[config.mk]
export PLATFORM = sky130hd
export DESIGN_NAME = idli_urx_m
export DESIGN_NICKNAME = d
export VERILOG_FILES = /design/src/rtl/idli_pkg.sv /design/src/rtl/idli_urx_m.sv
export SDC_FILE = /design/constraint.sdc
export NUM_CORES = 1
export LEC_CHECK = 0
export ABC_CLOCK_PERIOD_IN_PS = 2700
export CAP_MARGIN = 10
export CORE_ASPECT_RATIO = 1.2
export CORE_MARGIN = 2
export CORE_UTILIZATION = 55
export CTS_CLUSTER_DIAMETER = 80
export DETAILED_ROUTE_END_ITERATION = 8
export PLACE_DENSITY = 0.85
export SLEW_MARGIN = 20
export SYNTH_ARGS = -nofsm -noshare
export SYNTH_HDL_FRONTEND = slang
export SYNTH_SLANG_ARGS = --single-unit
[constraint.sdc]
create_clock -name i_urx_gck -period 2.7 [get_ports i_urx_gck]
set_input_delay 0.54 -clock i_urx_gck [delete_from_list [all_inputs] [get_ports i_urx_gck]]
set_output_delay 0.54 -clock i_urx_gck [all_outputs]
set_load 0.02 [all_outputs]
[src/rtl/idli_pkg.sv]
// -----------------------------------------------------------------------------
// idli_pkg -- shared types for the idli core.
//   ctr_t       : 2-bit core sync counter (value 3 = last GCK of a period)
//   slice_t     : 4-bit datapath nibble
//   urx_state_t : UART receiver framer states
// No ports (package).
// -----------------------------------------------------------------------------
package idli_pkg;

    typedef logic [1:0] ctr_t;
    typedef logic [3:0] slice_t;

    typedef enum logic [1:0] {
        IDLE = 2'd0,
        DATA = 2'd1,
        STOP = 2'd2
    } urx_state_t;

    localparam ctr_t CTR_LAST = 2'd3;

endpackage

[src/rtl/idli_urx_m.sv]
// -----------------------------------------------------------------------------
// idli_urx_m -- serial UART receiver delivering 16-bit words as nibbles.
// Frames are start(0), 8 data bits LSB first, stop(1), one bit per GCK.
// Two good bytes form a word (first byte low). A completed word goes into a
// one-entry buffer and is presented for whole 4-GCK periods, one nibble per
// counter value.
//
// Ports:
//   i_urx_gck  : core clock
//   i_urx_rst  : synchronous active-high reset
//   i_urx_ctr  : core sync counter, 3 = last GCK of the period
//   i_urx_data : serial RX line, idle high
//   o_urx_data : buffer nibble selected by i_urx_ctr
//   o_urx_vld  : word presented this period
//   i_urx_acp  : consumer accept, sampled only when i_urx_ctr == 3
//   o_urx_err  : sticky framing/overrun flag (only with IDLI_URX_ERR_EN)
//
// Build option: define IDLI_URX_ERR_EN to add o_urx_err.
// -----------------------------------------------------------------------------
module idli_urx_m
    import idli_pkg::*;
(
    input  logic   i_urx_gck,
    input  logic   i_urx_rst,
    input  ctr_t   i_urx_ctr,
    input  logic   i_urx_data,
    output slice_t o_urx_data,
    output logic   o_urx_vld,
    input  logic   i_urx_acp
`ifdef IDLI_URX_ERR_EN
    ,
    output logic   o_urx_err
`endif
);

    urx_state_t  state_q;
    logic [2:0]  bit_cnt_q;
    logic [7:0]  shift_q;
    logic [7:0]  lo_byte_q;
    logic        byte_cnt_q;
    logic [15:0] buf_q;
    logic        full_q;
    logic        full_d;
    logic        pres_q;

    logic        byte_ok;
    logic        frame_err;
    logic        word_done;
    logic        accept;
    logic        load;

    always_comb begin
        byte_ok   = (state_q == STOP) &  i_urx_data;
        frame_err = (state_q == STOP) & ~i_urx_data;
        word_done = byte_ok & byte_cnt_q;
        accept    = (i_urx_ctr == CTR_LAST) & pres_q & i_urx_acp;
        // An accept on the same edge frees the slot for the incoming word.
        load      = word_done & (~full_q | accept);
        full_d    = full_q;
        if (load) begin
            full_d = 1'b1;
        end else if (accept) begin
            full_d = 1'b0;
        end
    end

    // Framer FSM plus buffer/presentation control.
    always_ff @(posedge i_urx_gck) begin
        if (i_urx_rst) begin
            state_q    <= IDLE;
            byte_cnt_q <= 1'b0;
            full_q     <= 1'b0;
            pres_q     <= 1'b0;
        end else begin
            case (state_q)
                IDLE:    if (!i_urx_data) state_q <= DATA;
                DATA:    if (bit_cnt_q == 3'd7) state_q <= STOP;
                STOP:    state_q <= IDLE;
                default: state_q <= IDLE;
            endcase

            // A bad stop bit also discards a pending low byte.
            if (frame_err) begin
                byte_cnt_q <= 1'b0;
            end else if (byte_ok) begin
                byte_cnt_q <= ~byte_cnt_q;
            end

            full_q <= full_d;
            // Presentation only changes at period boundaries.
            if (i_urx_ctr == CTR_LAST) begin
                pres_q <= full_d;
            end
        end
    end

    // Datapath registers carry no reset; their contents are qualified by
    // the control state above.
    always_ff @(posedge i_urx_gck) begin
        if (state_q == IDLE) begin
            bit_cnt_q <= '0;
        end else if (state_q == DATA) begin
            bit_cnt_q <= bit_cnt_q + 3'd1;
        end
        if (state_q == DATA) begin
            shift_q <= {i_urx_data, shift_q[7:1]};
        end
        if (byte_ok && !byte_cnt_q) begin
            lo_byte_q <= shift_q;
        end
        if (load) begin
            buf_q <= {shift_q, lo_byte_q};
        end
    end

    assign o_urx_data = buf_q[{i_urx_ctr, 2'b00} +: 4];
    assign o_urx_vld  = pres_q;

`ifdef IDLI_URX_ERR_EN
    logic overrun;
    logic err_q;

    assign overrun = word_done & full_q & ~accept;

    always_ff @(posedge i_urx_gck) begin
        if (i_urx_rst) begin
            err_q <= 1'b0;
        end else if (frame_err | overrun) begin
            err_q <= 1'b1;
        end
    end

    assign o_urx_err = err_q;
`endif

endmodule

---- After elaboration in Yosys (flattened, before gate mapping) ----
Index checks and enable logic that the tools add are counted.
word-level totals
  bits in registers ....................... 40
  word-level logic and storage cells ...... 36
cells by class
  add/subtract/negate cells ............... 1
  bitwise logic cells ..................... 10
  multiplexer cells ....................... 5
  shift-type cells ........................ 1
  reductions and logical operators ........ 5
  equality and inequality tests ........... 6
operator list
  cell                   number
  $shiftx A16 B5 Y4      1
  $and A1 B1 Y1          6
  $eq A2 B2 Y1 const B   2
  $mux W2                2
  $ne A2 B2 Y1 const B   2
  $pmux W2 S2            1
  $add A3 B1 Y3 const B  1
  $eq A3 B3 Y1 const B   1
  $not A1 Y1             3
  $eq A2 B1 Y1 const B   1
  $logic_not A2 Y1       1
  $mux W1                2
  $reduce_and A2 Y1      1
  $reduce_or A2 Y1       1
  $logic_and A1 B1 Y1    1
  $logic_not A1 Y1       1
  $or A1 B1 Y1           1

---- Logic depth before layout (Yosys ltp) ----
  depth after elaboration ................. 6
  depth in mapped cells ................... 4
  gate-level depth less buffers ........... 4

---- Least setup slack after synthesis ----
Ideal clock, no wire load.
  path type ............................... input to register
  start point ............................. input i_urx_data
  end point ............................... register buf_q[0] (enable)
  data arrival time ....................... 1.649 ns
  setup slack ............................. 0.656 ns
  buffers on the path ..................... 0
  stages on the path ...................... 3
  library setup time ...................... 0.394 ns
  cells stage by stage .................... nor2b_2 > nand3_2 > a21oi_1
between the ends
  cells in the longest elaborated chain, start to end .. 3
ends and longest elaborated chain
  element               RTL line           RTL
  from (decl)           idli_urx_m.sv:26   input logic i_urx_data,
  $and A1 B1 Y1         idli_urx_m.sv:53   byte_ok = (state_q == STOP) & i_urx_data;
  $and A1 B1 Y1         idli_urx_m.sv:55   word_done = byte_ok & byte_cnt_q;
  $and A1 B1 Y1         idli_urx_m.sv:58   load = word_done & (~full_q | accept);
  via load              idli_urx_m.sv:50   logic load;
  to (signal assigned)  idli_urx_m.sv:112  buf_q <= {shift_q, lo_byte_q};
  to (decl)             idli_urx_m.sv:41   logic [15:0] buf_q;
The timed path passes the listed nets, and every way through them passes these cells.
A chain may end at the register's enable or synchronous reset.

---- Worst setup path in the final report ----
  start point ............................. input i_urx_ctr[0]
  end point ............................... output o_urx_data[3]
between the ends
  cells in the longest elaborated chain, start to end .. 1
ends and longest elaborated chain
  element            RTL line           RTL
  from (decl)        idli_urx_m.sv:25   input ctr_t i_urx_ctr,
  $shiftx A16 B5 Y4  idli_urx_m.sv:116  assign o_urx_data = buf_q[{i_urx_ctr, 2'b00} +: 4];
  to (decl)          idli_urx_m.sv:27   output slice_t o_urx_data,
Every way passes these cells.

==> impl_metrics.json <==
{
  "async_reset_ff_frac": 0,
  "grt_max_degree": 17,
  "avgSynthCellArea_um2": 18.94,
  "crit_end": "o_urx_data[3]",
  "cts_tree": "done",
  "clkPwrFrac": 0.278,
  "vdd.ir_drop.worst_uv": 458.6,
  "num_vias": 666,
  "post-route-drc-count": 0,
  "cts.repair_timing.setup_buffer_count": 0,
  "synth_sequential_area_ratio": 0.8000,
  "timing.critical_path.to_type": "primary output",
  "finalHoldViolCount": 0,
  "die_y_um": 59.30,
  "dieArea_um2": 2969,
  "start_util": 0.5657,
  "seqPwrFrac": 0.679,
  "path_class": "input pin to primary output",
  "num_rows": 20,
  "overflow": 0,
  "synth_top_cell_area_share": 0.6857,
  "first_pass_grt_wire_length_mm": 2.829,
  "area_of_the_core_um2": 2477,
  "yosys-top-cells-area": "sky130_fd_sc_hd__edfxtp_1 (69%), sky130_fd_sc_hd__dfxtp_1 (11%), sky130_fd_sc_hd__mux4_2 (6.4%)",
  "internal_power_mw": 0.7948,
  "synthToLayoutAreaGrowth_pct": 14.20,
  "postSynthNetCount": 82,
  "post-route-period-util": 0.9300,
  "ioPinCount": 11,
  "worstReg2RegStart": "state_q[1]",
  "finalCriticalPeriod_ps": 2511,
  "worst_skew_pair.late_latency_ps": 340,
  "clkSlewWorstSetupHoldPaths_ps": 110,
  "clk_path_buf_depth": 2,
  "track_usage": 0.1370,
  "detailedRoute.firstPassIterationCount": 3,
  "max_cap_violations": 0,
  "postLayoutCellArea_um2": 1600,
  "synth_seq_cells": 40,
  "share_comb_of_total_power": 0.042,
  "cts-buffers-inserted": 5,
  "slew_headroom": 0.5459,
  "number_of_global_route_vias_before_repair": 642,
  "synth.top_cells.by_count": "sky130_fd_sc_hd__edfxtp_1 (32), sky130_fd_sc_hd__dfxtp_1 (8), sky130_fd_sc_hd__nand2_1 (7)",
  "startpoint_type": "input pin",
  "run_status": "finished, final reports clean",
  "final_core_utilization": 0.6460,
  "clock-sinks": 40,
  "clock-skew-final_ps": 4.570,
  "post_synth_inst_count": 74,
  "cts_hold_buffers": 0,
  "critical_path_required_ps": 2160,
  "post_synth_instance_area_um2": 1401,
  "grt_antenna_before_repair": 0,
  "max_freq_ghz": 0.3982,
  "nets_finish": 100,
  "r2r_setup_slk_ps": 1280,
  "power_density_nw_per_um2": 628.7,
  "total_of_cells_resized_after_clock_tree_synthesis": 4,
  "swShare": 0.2100,
  "worstPathArrival_ps": 1970,
  "cts-htree-levels": 2,
  "switchingPower_mw": 0.2113,
  "drt-vias-per-instance": 5.286,
  "hold_path.class": "register to register",
  "worst-path-max-fanout": 5,
  "die_w_um": 50.08,
  "ys_types": 21,
  "routed_wire_length_mm": 1.707,
  "synthesis_warnings": 0,
  "hpwl_mm": 1.232,
  "synth_enable_flop_cells": 32,
  "setup_repair_after_global_routing_missed_its_margin": "no",
  "setup.worst_path.start": "i_urx_ctr[0]",
  "number_of_violations_reported_at_the_end_of_detailed_routing_iteration_0": 12,
  "wl_per_cell_um": 13.55,
  "placement.io_buffers": 10,
  "post_route_cells_drive_above_1_share": 0.1828,
  "endpoint_of_the_most_critical_register_to_register_path": "buf_q[8]",
  "placedInstanceArea_um2": 1549,
  "yosys.area.top_type": "sky130_fd_sc_hd__edfxtp_1",
  "clock_tree.root_cell": "sky130_fd_sc_hd__clkbuf_4",
  "slew_viol_final": 0,
  "number_of_diodes": 0,
  "leakage_nw": 0.5376,
  "postRouteAntennaNets": 0,
  "worstMarginPinSlew_ps": 679.7,
  "hold_start": "lo_byte_q[2]",
  "yosysMostFrequentCell": "sky130_fd_sc_hd__edfxtp_1",
  "ff2ff_path_depth": 3,
  "gpl.final_weighted_congestion": 0.7207,
  "timing.final.setup_violations": 0,
  "ys.flop_type": "sky130_fd_sc_hd__edfxtp_1"
}
[layout make-up]
type,instances,area [µm²]
Clock inverter,3,18.77
Inverter,2,7.507
Clock buffer,5,37.54
Fill cell,161,877.1
Tap cell,33,41.29
Timing Repair Buffer,13,117.6
Multi-Input combinational cell,30,256.5
Sequential cell,40,1121
[worst max-delay path: stages]
cell	delay (ps)
sky130_fd_sc_hd__clkdlybuf4s50_1	460
sky130_fd_sc_hd__buf_4	150
sky130_fd_sc_hd__mux4_2	490
sky130_fd_sc_hd__dlygate4sd2_1	330
[power groups by stage]
stage          sequential (mW)  clock (mW)  combinational [mW]
4_1_cts                  0.684       0.292              0.0432
2_1_floorplan            0.695           0              0.0238
6_report                 0.684       0.280              0.0424
3_5_place_dp             0.697           0              0.0453
5_1_grt                  0.685       0.313              0.0462
3_3_place_gp             0.696           0              0.0447
[worst min-delay path by stage]
stage	endpoint	slack [ps]	cells after the start
3_5_place_dp	buf_q[5]	400	0
6_report	buf_q[2]	430	0
3_3_place_gp	buf_q[0]	400	0
5_1_grt	buf_q[3]	450	0
4_1_cts	buf_q[5]	430	0
2_1_floorplan	buf_q[0]	400	0
[flip-flops by register name, summed over array words and instances (netlist names)]
name        count
state_q         2
lo_byte_q       8
full_q          1
shift_q         8
o_urx_vld       1
bit_cnt_q       3
byte_cnt_q      1
buf_q          16
[cells in the final DEF (no fill, tap or decap), types with 2 or more instances in the layout]
cell type,instances
sky130_fd_sc_hd__clkbuf_4,5
sky130_fd_sc_hd__inv_1,2
sky130_fd_sc_hd__a21oi_1,3
sky130_fd_sc_hd__ha_1,2
sky130_fd_sc_hd__dlygate4sd2_1,4
sky130_fd_sc_hd__nor2_1,2
sky130_fd_sc_hd__buf_4,3
sky130_fd_sc_hd__clkdlybuf4s50_1,6
sky130_fd_sc_hd__dfxtp_1,8
sky130_fd_sc_hd__mux4_2,4
sky130_fd_sc_hd__o21ai_0,2
sky130_fd_sc_hd__nand2_1,7
sky130_fd_sc_hd__edfxtp_1,32
sky130_fd_sc_hd__clkinvlp_4,2
[routing by layer]
layer,part of all wire,routed length [µm],global-route usage,vias up
li1,-,-,-,321
met1,0.41,707,0.1516,330
met2,0.54,917,0.2237,15
met3,0.048,82,0.06818,0
met4,0,0,0.05952,0
met5,0,0,0,-
[kinds of logic after synthesis]
| logic type | Yosys count | synth area share |
|---|---|---|
| compound gates | 7 | 0.03482 |
| fa+ha+maj | 2 | 0.01785 |
| simple gates | 17 | 0.06609 |
| buf+inv | 4 | 0.01696 |
| mux | 4 | 0.06429 |
| flops | 40 | 0.8000 |
[per-stage QoR]
| stage | hold slack, ps | setup slack, ps | instances | total power [mW] | setup TNS [ps] |
|---|---|---|---|---|---|
| 6_report | 431.1 | 189.0 | 126 | 1.006 | 0 |
| 5_1_grt | 451.1 | 111.4 | 126 | 1.044 | 0 |
| 4_1_cts | 432.4 | 173.6 | 126 | 1.019 | 0 |
| 3_5_place_dp | 404.5 | -38.29 | 118 | 0.7428 | -135.0 |
| 3_3_place_gp | 403.9 | -35.78 | 118 | 0.7408 | -128.4 |
| 2_1_floorplan | 400.3 | 656.3 | 74 | 0.7187 | 0 |
Note: power is estimated with default switching activity, not from simulation.
==> RTL change (config.mk and constraints unchanged) <==
The 3 states of `urx_state_t` get a one-hot encoding in 3 bits.
--- a/src/rtl/idli_pkg.sv
+++ b/src/rtl/idli_pkg.sv
@@ -10,10 +10,10 @@
     typedef logic [1:0] ctr_t;
     typedef logic [3:0] slice_t;
 
-    typedef enum logic [1:0] {
-        IDLE = 2'd0,
-        DATA = 2'd1,
-        STOP = 2'd2
+    typedef enum logic [2:0] {
+        IDLE = 3'b001,
+        DATA = 3'b010,
+        STOP = 3'b100
     } urx_state_t;
 
     localparam ctr_t CTR_LAST = 2'd3;
Behaviour: same outputs for any inputs over 10 cycles, from zero or initial values and one cycle with i_urx_rst high; not proved beyond that.
==> RTL change against the unedited design <==
Setup slack worse by 7.6 ps. Sequential share of layout area down 2.4 points. Final area increased by 5.4%. Critical path depth stayed put. Total power about the same. Non-clock buffer count stayed put. Core utilization up 1.5 points. Routed wire length grew 20%. Synthesized cell count grew 15%. Count of clock-buffer cells in the layout up 2. Cell count up 8.7%. Area after synthesis is 6.7% higher. Sequential cell count rose by 1.
==> RTL change: results (changes against the unedited design) <==
Drt
  – Via count: 747 (+12%)
  – Starting DRT DRC Count: 16 (+4)

Setup path
  – RR Endpoint: buf_q[6]$_DFFE_PP_
  – R2r setup slk: 1240 ps (-40 ps)
  – Worst r2r src: state_q[0]$_SDFFE_PP1P_

Outcome
  – Status: finished clean

Finish
  – Final Net Count: 111 (+11%)
  – Fraction of area in multi-input gates: 19.8% (+3.8 points)
  – Fillers: 197 (+22%)
  – Multi-input gates: 41 (+37%)
  – Post-route cell area: 0.00169 mm^2 (+5.4%)

GRT
  – First-pass GRT wire length: 3450 um (+22%)
  – Gr usage total: 15.8% (+2.1 points)
  – Number of global-route vias before repair: 792 (+23%)

Worst hold path
  – Worst Hold End: buf_q[1]$_DFFE_PP_
  – Worst hold path startpoint: lo_byte_q[1]$_DFFE_PP_

Synthesis
  – Sequential-to-total area share from yosys stat: 76.3% (-3.7 points)
  – Area contributors post-synth: edfxtp_1 64%, dfxtp_1 12%, mux4_2 6.0%
  – Syn_nets: 93 (+13%)
  – Top cells by instance count after synthesis: 32 x edfxtp_1, 9 x dfxtp_1, 6 x a21oi_1, 6 x nor2b_1, 5 x nand2_1
  – Netlist cell types: 25 (+19%)

Pwr
  – P_sw: 0.202 mW (-4.3%)
  – Clk. pwr: 0.272 mW (-3%)
  – PD cells: 596 mW/mm^2 (-5.1%)
  – Maximum VDD drop: 0.368 mV (-20%)

Placement
  – Placed Area: 0.00164 mm^2 (+6.1%)
  – GPL Wtd Cong: 0.659 (-8.5%)

STA
  – Slew @ Worst Pin: 606 ps (-74.1 ps)
  – Max Freq: 397 MHz (-0.30%)
  – Clk_skew: 12.3 ps (+7.71 ps)
## RTL change: cell count changes in the layout (fill, tap and decap cells not counted), moves of 2 or more
cell / change
nor2b_1: +5
nand2_1: -2
clkinvlp_4: -2
o21ai_1: +3
clkbuf_1: +2
a21oi_1: +3
## RTL change: timing repair
action	4_1_cts	5_1_grt
hold buffers	0	0
gates resized for setup	4	0
setup endpoints to repair	4	0
## RTL change: kinds of logic after synthesis
family	after synthesis	synth area share [%]
muxes	5	6.78
buffers and inverters	3	1.34
adders and majority gates	2	1.67
and+or+nand+nor	19	7.37
DFF	41	76.3
AOI/OAI and AO/OA	15	6.53
## RTL change: metal layers
| layer | global-route usage, % | vias up | wire, um | part of all wire (%) |
|---|---|---|---|---|
| li1 | - | 362 | - | - |
| met5 | 0 | - | 0 | 0 |
| met2 | 29.3 | 17 | 1130 | 55 |
| met1 | 16.4 | 368 | 830 | 40 |
| met3 | 5.83 | 0 | 86 | 4.2 |
| met4 | 5.64 | 0 | 0 | 0 |
